File: src/rtl/pc_fetch_reg_pkg.sv
// Shared fetch-side definitions: reset/exception vectors and the fetch FSM state type.
package pc_fetch_reg_pkg;

  localparam logic [31:0] RESET_VEC  = 32'hBFC0_0000;
  localparam logic [31:0] EX_VEC     = 32'hBFC0_0380;
  localparam logic [31:0] INST_BYTES = 32'd4;

  typedef enum logic [1:0] {
    StReq,
    StWait,
    StHold
  } fetch_state_e;

endpackage

File: src/rtl/pc_redirect_buf.sv
// Redirect buffer: remembers a pending exception target and whether the in-flight fetch is cancelled.
module pc_redirect_buf (
  input  logic        clk,
  input  logic        rst,
  input  logic        load_i,
  input  logic [31:0] target_i,
  input  logic        arm_i,
  input  logic        clear_i,
  output logic        cancel_o,
  output logic        full_o,
  output logic [31:0] target_o
);

  logic        cancel_q, cancel_d;
  logic        full_q, full_d;
  logic [31:0] target_q, target_d;

  always_comb begin
    cancel_d = cancel_q;
    full_d   = full_q;
    target_d = target_q;
    if (clear_i) begin
      cancel_d = 1'b0;
      full_d   = 1'b0;
      target_d = '0;
    end else begin
      // A newer redirect always overwrites an older one.
      if (load_i) begin
        full_d   = 1'b1;
        target_d = target_i;
      end
      if (arm_i) begin
        cancel_d = 1'b1;
      end
    end
  end

  always_ff @(posedge clk) begin
    if (rst) begin
      cancel_q <= 1'b0;
      full_q   <= 1'b0;
      target_q <= '0;
    end else begin
      cancel_q <= cancel_d;
      full_q   <= full_d;
      target_q <= target_d;
    end
  end

  assign cancel_o = cancel_q;
  assign full_o   = full_q;
  assign target_o = target_q;

endmodule

File: src/rtl/pc_fetch_reg.sv
// Fetch-stage PC register and REQ/WAIT/HOLD instruction-port FSM with exception redirect.
// Optional PC_ALIGN_CHECK_EN adds fs_adel for misaligned fetch PCs.
module pc_fetch_reg
  import pc_fetch_reg_pkg::*;
(
`ifdef PC_ALIGN_CHECK_EN
  output logic        fs_adel,
`endif
  input  logic        clk,
  input  logic        rst,
  input  logic [31:0] npc,
  output logic [31:0] seq_pc,
  input  logic        ex_flush,
  input  logic [31:0] ex_target,
  output logic        inst_req,
  output logic [31:0] inst_addr,
  input  logic        inst_addr_ok,
  input  logic        inst_data_ok,
  input  logic [31:0] inst_rdata,
  input  logic        id_allowin,
  output logic        fs_valid,
  output logic [31:0] fs_pc,
  output logic [31:0] fs_inst,
  output logic [31:0] pc
);

  fetch_state_e state_q, state_d;
  logic [31:0]  pc_q, pc_d;
  logic         fs_valid_q, fs_valid_d;
  logic [31:0]  fs_pc_q, fs_pc_d;
  logic [31:0]  fs_inst_q, fs_inst_d;
  logic         misaligned;

  logic        buf_load, buf_arm, buf_clear;
  logic        buf_cancel, buf_full;
  logic [31:0] buf_target;

`ifdef PC_ALIGN_CHECK_EN
  logic fs_adel_q, fs_adel_d;
  assign misaligned = (pc_q[1:0] != 2'b00);
`else
  assign misaligned = 1'b0;
`endif

  pc_redirect_buf u_redirect_buf (
    .clk      (clk),
    .rst      (rst),
    .load_i   (buf_load),
    .target_i (ex_target),
    .arm_i    (buf_arm),
    .clear_i  (buf_clear),
    .cancel_o (buf_cancel),
    .full_o   (buf_full),
    .target_o (buf_target)
  );

  always_comb begin
    state_d    = state_q;
    pc_d       = pc_q;
    fs_valid_d = fs_valid_q;
    fs_pc_d    = fs_pc_q;
    fs_inst_d  = fs_inst_q;
    buf_load   = 1'b0;
    buf_arm    = 1'b0;
    buf_clear  = 1'b0;
`ifdef PC_ALIGN_CHECK_EN
    fs_adel_d  = fs_adel_q;
`endif
    unique case (state_q)
      StReq: begin
        if (misaligned) begin
          if (ex_flush) begin
            pc_d = ex_target;
          end else begin
            state_d    = StHold;
            fs_valid_d = 1'b1;
            fs_pc_d    = pc_q;
            fs_inst_d  = '0;
`ifdef PC_ALIGN_CHECK_EN
            fs_adel_d  = 1'b1;
`endif
          end
        end else if (inst_addr_ok) begin
          state_d  = StWait;
          buf_load = ex_flush;
          buf_arm  = ex_flush || buf_full;
        end else begin
          // Address is still pending, so it must stay stable; only remember the target.
          buf_load = ex_flush;
        end
      end
      StWait: begin
        if (inst_data_ok) begin
          if (buf_cancel || ex_flush) begin
            state_d   = StReq;
            pc_d      = ex_flush ? ex_target : buf_target;
            buf_clear = 1'b1;
          end else begin
            state_d    = StHold;
            fs_valid_d = 1'b1;
            fs_pc_d    = pc_q;
            fs_inst_d  = inst_rdata;
          end
        end else if (ex_flush) begin
          buf_load = 1'b1;
          buf_arm  = 1'b1;
        end
      end
      StHold: begin
        if (ex_flush || id_allowin) begin
          state_d    = StReq;
          fs_valid_d = 1'b0;
          pc_d       = ex_flush ? ex_target : npc;
`ifdef PC_ALIGN_CHECK_EN
          fs_adel_d  = 1'b0;
`endif
        end
      end
      default: state_d = StReq;
    endcase
  end

  always_ff @(posedge clk) begin
    if (rst) begin
      state_q    <= StReq;
      pc_q       <= RESET_VEC;
      fs_valid_q <= 1'b0;
      fs_pc_q    <= '0;
      fs_inst_q  <= '0;
`ifdef PC_ALIGN_CHECK_EN
      fs_adel_q  <= 1'b0;
`endif
    end else begin
      state_q    <= state_d;
      pc_q       <= pc_d;
      fs_valid_q <= fs_valid_d;
      fs_pc_q    <= fs_pc_d;
      fs_inst_q  <= fs_inst_d;
`ifdef PC_ALIGN_CHECK_EN
      fs_adel_q  <= fs_adel_d;
`endif
    end
  end

  assign inst_req  = !rst && (state_q == StReq) && !misaligned;
  assign inst_addr = pc_q;
  assign seq_pc    = pc_q + INST_BYTES;
  assign pc        = pc_q;
  assign fs_valid  = fs_valid_q;
  assign fs_pc     = fs_pc_q;
  assign fs_inst   = fs_inst_q;
`ifdef PC_ALIGN_CHECK_EN
  assign fs_adel   = fs_adel_q;
`endif

endmodule

File: config.mk
export PLATFORM = sky130hd
export DESIGN_NAME = pc_fetch_reg
export DESIGN_NICKNAME = d
export VERILOG_FILES = /design/src/rtl/pc_fetch_reg_pkg.sv /design/src/rtl/pc_redirect_buf.sv /design/src/rtl/pc_fetch_reg.sv
export SDC_FILE = /design/constraint.sdc
export NUM_CORES = 1
export LEC_CHECK = 0
export ABC_AREA = 1
export ABC_CLOCK_PERIOD_IN_PS = 1500
export CAP_MARGIN = 25
export CORE_MARGIN = 2
export CORE_UTILIZATION = 32
export DETAILED_ROUTE_END_ITERATION = 8
export GPL_TIMING_DRIVEN = 0
export SLEW_MARGIN = 0
export SYNTH_ARGS = -nofsm -noshare
export SYNTH_HDL_FRONTEND = slang
export SYNTH_HIERARCHICAL = 1
export SYNTH_SLANG_ARGS = --single-unit
File: constraint.sdc
create_clock -name clk -period 1.5 [get_ports clk]
set_input_delay 0.3 -clock clk [delete_from_list [all_inputs] [get_ports clk]]
set_output_delay 0.3 -clock clk [all_outputs]
set_load 0.02 [all_outputs]
After elaboration in Yosys (flattened, before gate mapping)

Index checks and enable logic that the tools add are counted.

Bits in registers: 133
Input port bits: 102
Output and inout bits: 162
Logic and storage cells: 52

$add $sub $neg: 1
Eq/ne operators: 7
Multiplexer cells: 23
Bitwise gates (word level): 1
Reductions and logical operators: 12

Operator list:

| kind                                                 | count |
|---|---|
| two-way mux 32 bit                                   | 5 |
| one-hot mux 32 bit (2 select lines)                  | 1 |
| adder 32 x 3 -> 32 bit (second input constant)       | 1 |
| != test 2 bit (second input constant)                | 5 |
| two-way mux 1 bit                                    | 9 |
| two-way mux 2 bit                                    | 4 |
| AND reduction 4 bit                                  | 2 |
| one-hot mux 1 bit (2 select lines)                   | 3 |
| one-hot mux 2 bit (3 select lines)                   | 1 |
| AND reduction 3 bit                                  | 2 |
| logical OR 1 bit                                     | 3 |
| equality test 2 x 1 -> 1 bit (second input constant) | 1 |
| equality test 2 bit (second input constant)          | 1 |
| zero test 2 bit                                      | 1 |
| nonzero test 2 bit                                   | 1 |
| OR reduction 2 bit                                   | 1 |
| logical AND 1 bit                                    | 1 |
| zero test 1 bit                                      | 1 |
| inverter 1 bit                                       | 1 |

Longest topological paths before layout

Depth after elaboration: 5
Mapped depth: 9
Gate-level depth less buffers: 8

Hierarchy

The synthesis kept the hierarchy.

By module, submodules not included:

| module          | instances | cells each | area each (sq um) | seq. area each (sq um) |
|---|---|---|---|---|
| pc_fetch_reg    | 1         | 911        | 5,529.1           | 1,981.9 |
| pc_redirect_buf | 1         | 210        | 1,391.3           | 680.7 |

Least setup slack after synthesis

Ideal clock, no wire load.

Path kind: reg2out
Start: register pc_q[2], in the netlist inst_addr[2]
End: output seq_pc[14]
Arrival: 1.677 ns
Required time: 1.200 ns
Setup slack: -0.477 ns
Stages on the path, launching flop included: 7
Buffers on the path: 0
Path through: dfxtp_1 ha_1 nand3_1 inv_1 nand2_1 nor2_1 xor2_1

Cells in the longest elaborated chain, start to end: 1

Ends and longest elaborated chain:

| element                | line                | text |
|---|---|---|
| start, declared        | pc_fetch_reg.sv:28  | `logic [31:0] pc_q, pc_d;` |
| start signal, assigned | pc_fetch_reg.sv:135 | `pc_q <= pc_d;` |
| adder 32 x 3 -> 32 bit | pc_fetch_reg.sv:147 | `assign seq_pc = pc_q + INST_BYTES;` |
| end, declared          | pc_fetch_reg.sv:12  | `output logic [31:0] seq_pc,` |

Every way passes these cells.

Worst setup path after layout

Start: register pc_q[2], in the netlist inst_addr[2]
End: output seq_pc[21]

Same word-level chain as after synthesis.

==> results.py <==
metrics = {
    "synthesis": {
        "ys_types": 21,
        "seq_area_frac_synth_pct": 38.5,
        "synthesis.area_sq_um": 6920,
        "syn-num-nets": 1224,
        "synth.area.top_cells": "dfxtp_1 (38%), nand2_1 (19%), nor2_1 (16%), buf_4 (5.0%), o21ai_0 (4.8%)",
        "yosysTopAreaCellShare_pct": 38.5,
        "synth_cells": 1121,
        "syn_area_per_cell_sq_um": 6.17,
        "synth_warnings": 6,
        "yosysTopAreaCell": "dfxtp_1",
        "ys_ff_latch": 133,
    },
    "drt": {
        "drt_pass1_iterations": 5,
        "drt.antenna.violating_nets": 0,
        "vias_per_cell": 4.51,
        "wirelength_um": 26800,
        "wl_per_cell_um": 15.1,
        "drt_iter0_drc": 353,
        "vias": 7967,
        "drt_drc_violations_left": 0,
    },
    "placed_design": {
        "place_ws_ns": -0.969,
        "place_area_sq_um": 10100,
        "dp_cells": 1659,
        "gp_congestion": 0.882,
        "dp_hpwl_um": 19300,
        "io_buffers": 263,
    },
    "sta": {
        "slew_headroom_pct": 65.4,
        "slew_violations": 0,
        "setup_ws_ns": -0.562,
        "max_freq_mhz": 485,
        "skew_ns": 0.0107,
        "fin_crit_sh_pct": 137,
        "fin_crit_ns": 2.06,
        "hold_violations": 0,
        "worst_pin_slew_ns": 0.518,
        "setup_violations": 32,
        "rsz0062_at_grt": "yes",
    },
    "run_status": {
        "status": "finished, violations left",
        "violations": "setup timing",
    },
    "global_routing": {
        "grt_pass1_vias": 7319,
        "grt_pass1_wl_um": 39400,
        "grtUsageTotal_pct": 22.5,
        "antenna_found_initial": 0,
        "grt_max_degree": 20,
        "grt-ovfl-total": 0,
    },
    "floorplanning": {
        "dieArea_sq_um": 22800,
        "die_x_um": 151,
        "initial_utilization_pct": 32.7,
        "die_h_um": 151,
        "rows": 53,
        "num_io_pins": 264,
        "core-area_sq_um": 21200,
    },
    "pwr": {
        "power.leakage_nw": 5.86,
        "peakVddDrop_mv": 0.708,
        "p_per_area_nw_per_um2": 925,
    },
    "final_layout": {
        "final_common_cell": "nand2_1",
        "fin_cells": 1768,
        "num_antenna_cells": 0,
        "most-common-layout-cells": "nand2_1 (322), nor2_1 (252), buf_6 (108)",
        "fillers": 2065,
        "drive_above_1_share_pct": 29.3,
        "finalInstanceArea_sq_um": 12000,
        "area_delta_synth_final_pct": 73.9,
        "nNetsFinal": 1583,
    },
    "clocking": {
        "cts_buffers": 17,
        "root_buffer": "clkbuf_16",
        "clk_pin_slew_ns": 0.06,
        "clk_latency_ns": 0.43,
        "clock_path_buffers": 2,
        "cts_tree": "done",
        "cts_hold_buf": 0,
        "htreeDepth": 4,
        "cts_sinks": 133,
    },
    "setup_path": {
        "cp_slowest_stage_delay_ns": 0.39,
        "slowest_stage": "dfxtp_4",
        "cp_max_fo": 4,
        "critPathRequiredTime_ns": 1.20,
        "worstPathCellList": "clkinvlp_4, nor2_4, nand2_4, nor2_4, nand4_1, nand2_2, buf_6",
        "crit_path_frequent_cell": "nor2_4",
        "worst_r2r_path_depth": 8,
        "crit_type": "reg -> out",
        "cp-end-kind": "output pin",
        "arrival_ns": 1.76,
        "critPathLaunchType": "flop",
    },
    "min_path": {
        "min_path_cells": 2,
        "hold_path.class": "in -> reg",
    },
    "run": {
        "cap_violations": 0,
    },
}
synth_stat cells:
cell type    n
nand2_1    358
inv_2        6
nor2_4       2
a21oi_1     25
buf_6        5
nand4_1      3
nand2_2      3
buf_2       15
nor2_2       2
buf_4       46
buf_1        2
clkbuf_1    21
xor2_1      16
nand3b_1     7
o21ai_0     66
o21a_1       1
nand3_1     42
dfxtp_1    133
ha_1         1
inv_1       71
nor2_1     296
kinds of logic after synthesis:
| group | after synthesis | share of synthesized area [%] |
|---|---|---|
| simple gates | 713 | 40.3 |
| fa+ha+maj | 1 | 0.181 |
| xor+xnor | 16 | 2.02 |
| flops | 133 | 38.5 |
| compound gates | 92 | 6.69 |
| buf+inv | 166 | 12.3 |
stage by stage:
stage / utilization (%) / power (W) / hold WS (ns) / setup TNS (ns)
5_1_grt: 56.9 / 0.0116 / 0.407 / -16.31
3_5_place_dp: 47.8 / 0.00659 / 0.455 / -113.80
6_report: 56.9 / 0.0111 / 0.402 / -13.42
2_1_floorplan: - / 0.00539 / 0.369 / -0.850
4_1_cts: 54.1 / 0.0110 / 0.381 / -13.29
3_3_place_gp: 47.8 / 0.00658 / 0.457 / -114.72
sequential cells by signal (all words and copies together) (netlist names):
| signal | count |
|---|---|
| fs_inst | 32 |
| fs_pc | 32 |
| inst_addr | 32 |
| u_redirect_buf/target_o | 32 |
| state_q | 2 |
| fs_valid | 1 |
| u_redirect_buf/cancel_o | 1 |
| u_redirect_buf/full_o | 1 |
repair_timing:
item / 4_1_cts / 5_1_grt
buffers inserted: 51 / 37
gates resized for setup: 647 / 232
setup endpoints to repair: 293 / 178
gates cloned: 0 / 1
pin swaps: 38 / 35
power by group:
| part | total (W) | switching, W | internal [W] |
|---|---|---|---|
| Clock | 0.00427 | 0.00178 | 0.00249 |
| Combinational | 0.00286 | 0.00149 | 0.00137 |
| Sequential | 0.00400 | 0.000237 | 0.00376 |
| Total | 0.0111 | 0.00351 | 0.00762 |
layer usage:
| metal | wire, um | global-route usage [%] | vias up |
|---|---|---|---|
| li1 | - | - | 4109 |
| met1 | 11300 | 27.8 | 3582 |
| met2 | 13300 | 40.3 | 244 |
| met3 | 1720 | 4.37 | 32 |
| met4 | 411 | 5.70 | 0 |
| met5 | 0 | 0 | - |
worst paths after layout:
kind,from,end,slack [ns]
worst max-delay path,inst_addr[2],seq_pc[21],-0.56
worst min-delay path,rst,state_q[0],0.40
worst max register to register,state_q[0],fs_pc[9],0.04
worst min register to register,u_redirect_buf/target_o[6],u_redirect_buf/target_o[6],0.47
area by class of cell:
cell class	count	area, sq um	area share (%)
buffer	87	687	5.71
clock buffer	17	425	3.54
clock inverter	15	169	1.40
inverter	77	299	2.48
multi-input combinational	822	4060	33.7
sequential	133	2790	23.2
tap	275	344	2.86
timing repair buffer	342	3260	27.1
worst max-delay path: cells and delay by family (launching register included):
family | cells | cell delay [ns]
buffers and inverters | 2 | 0.25
DFF | 1 | 0.39
and+or+nand+nor | 5 | 0.69
No activity file was read; power rests on OpenSTA's default activity.
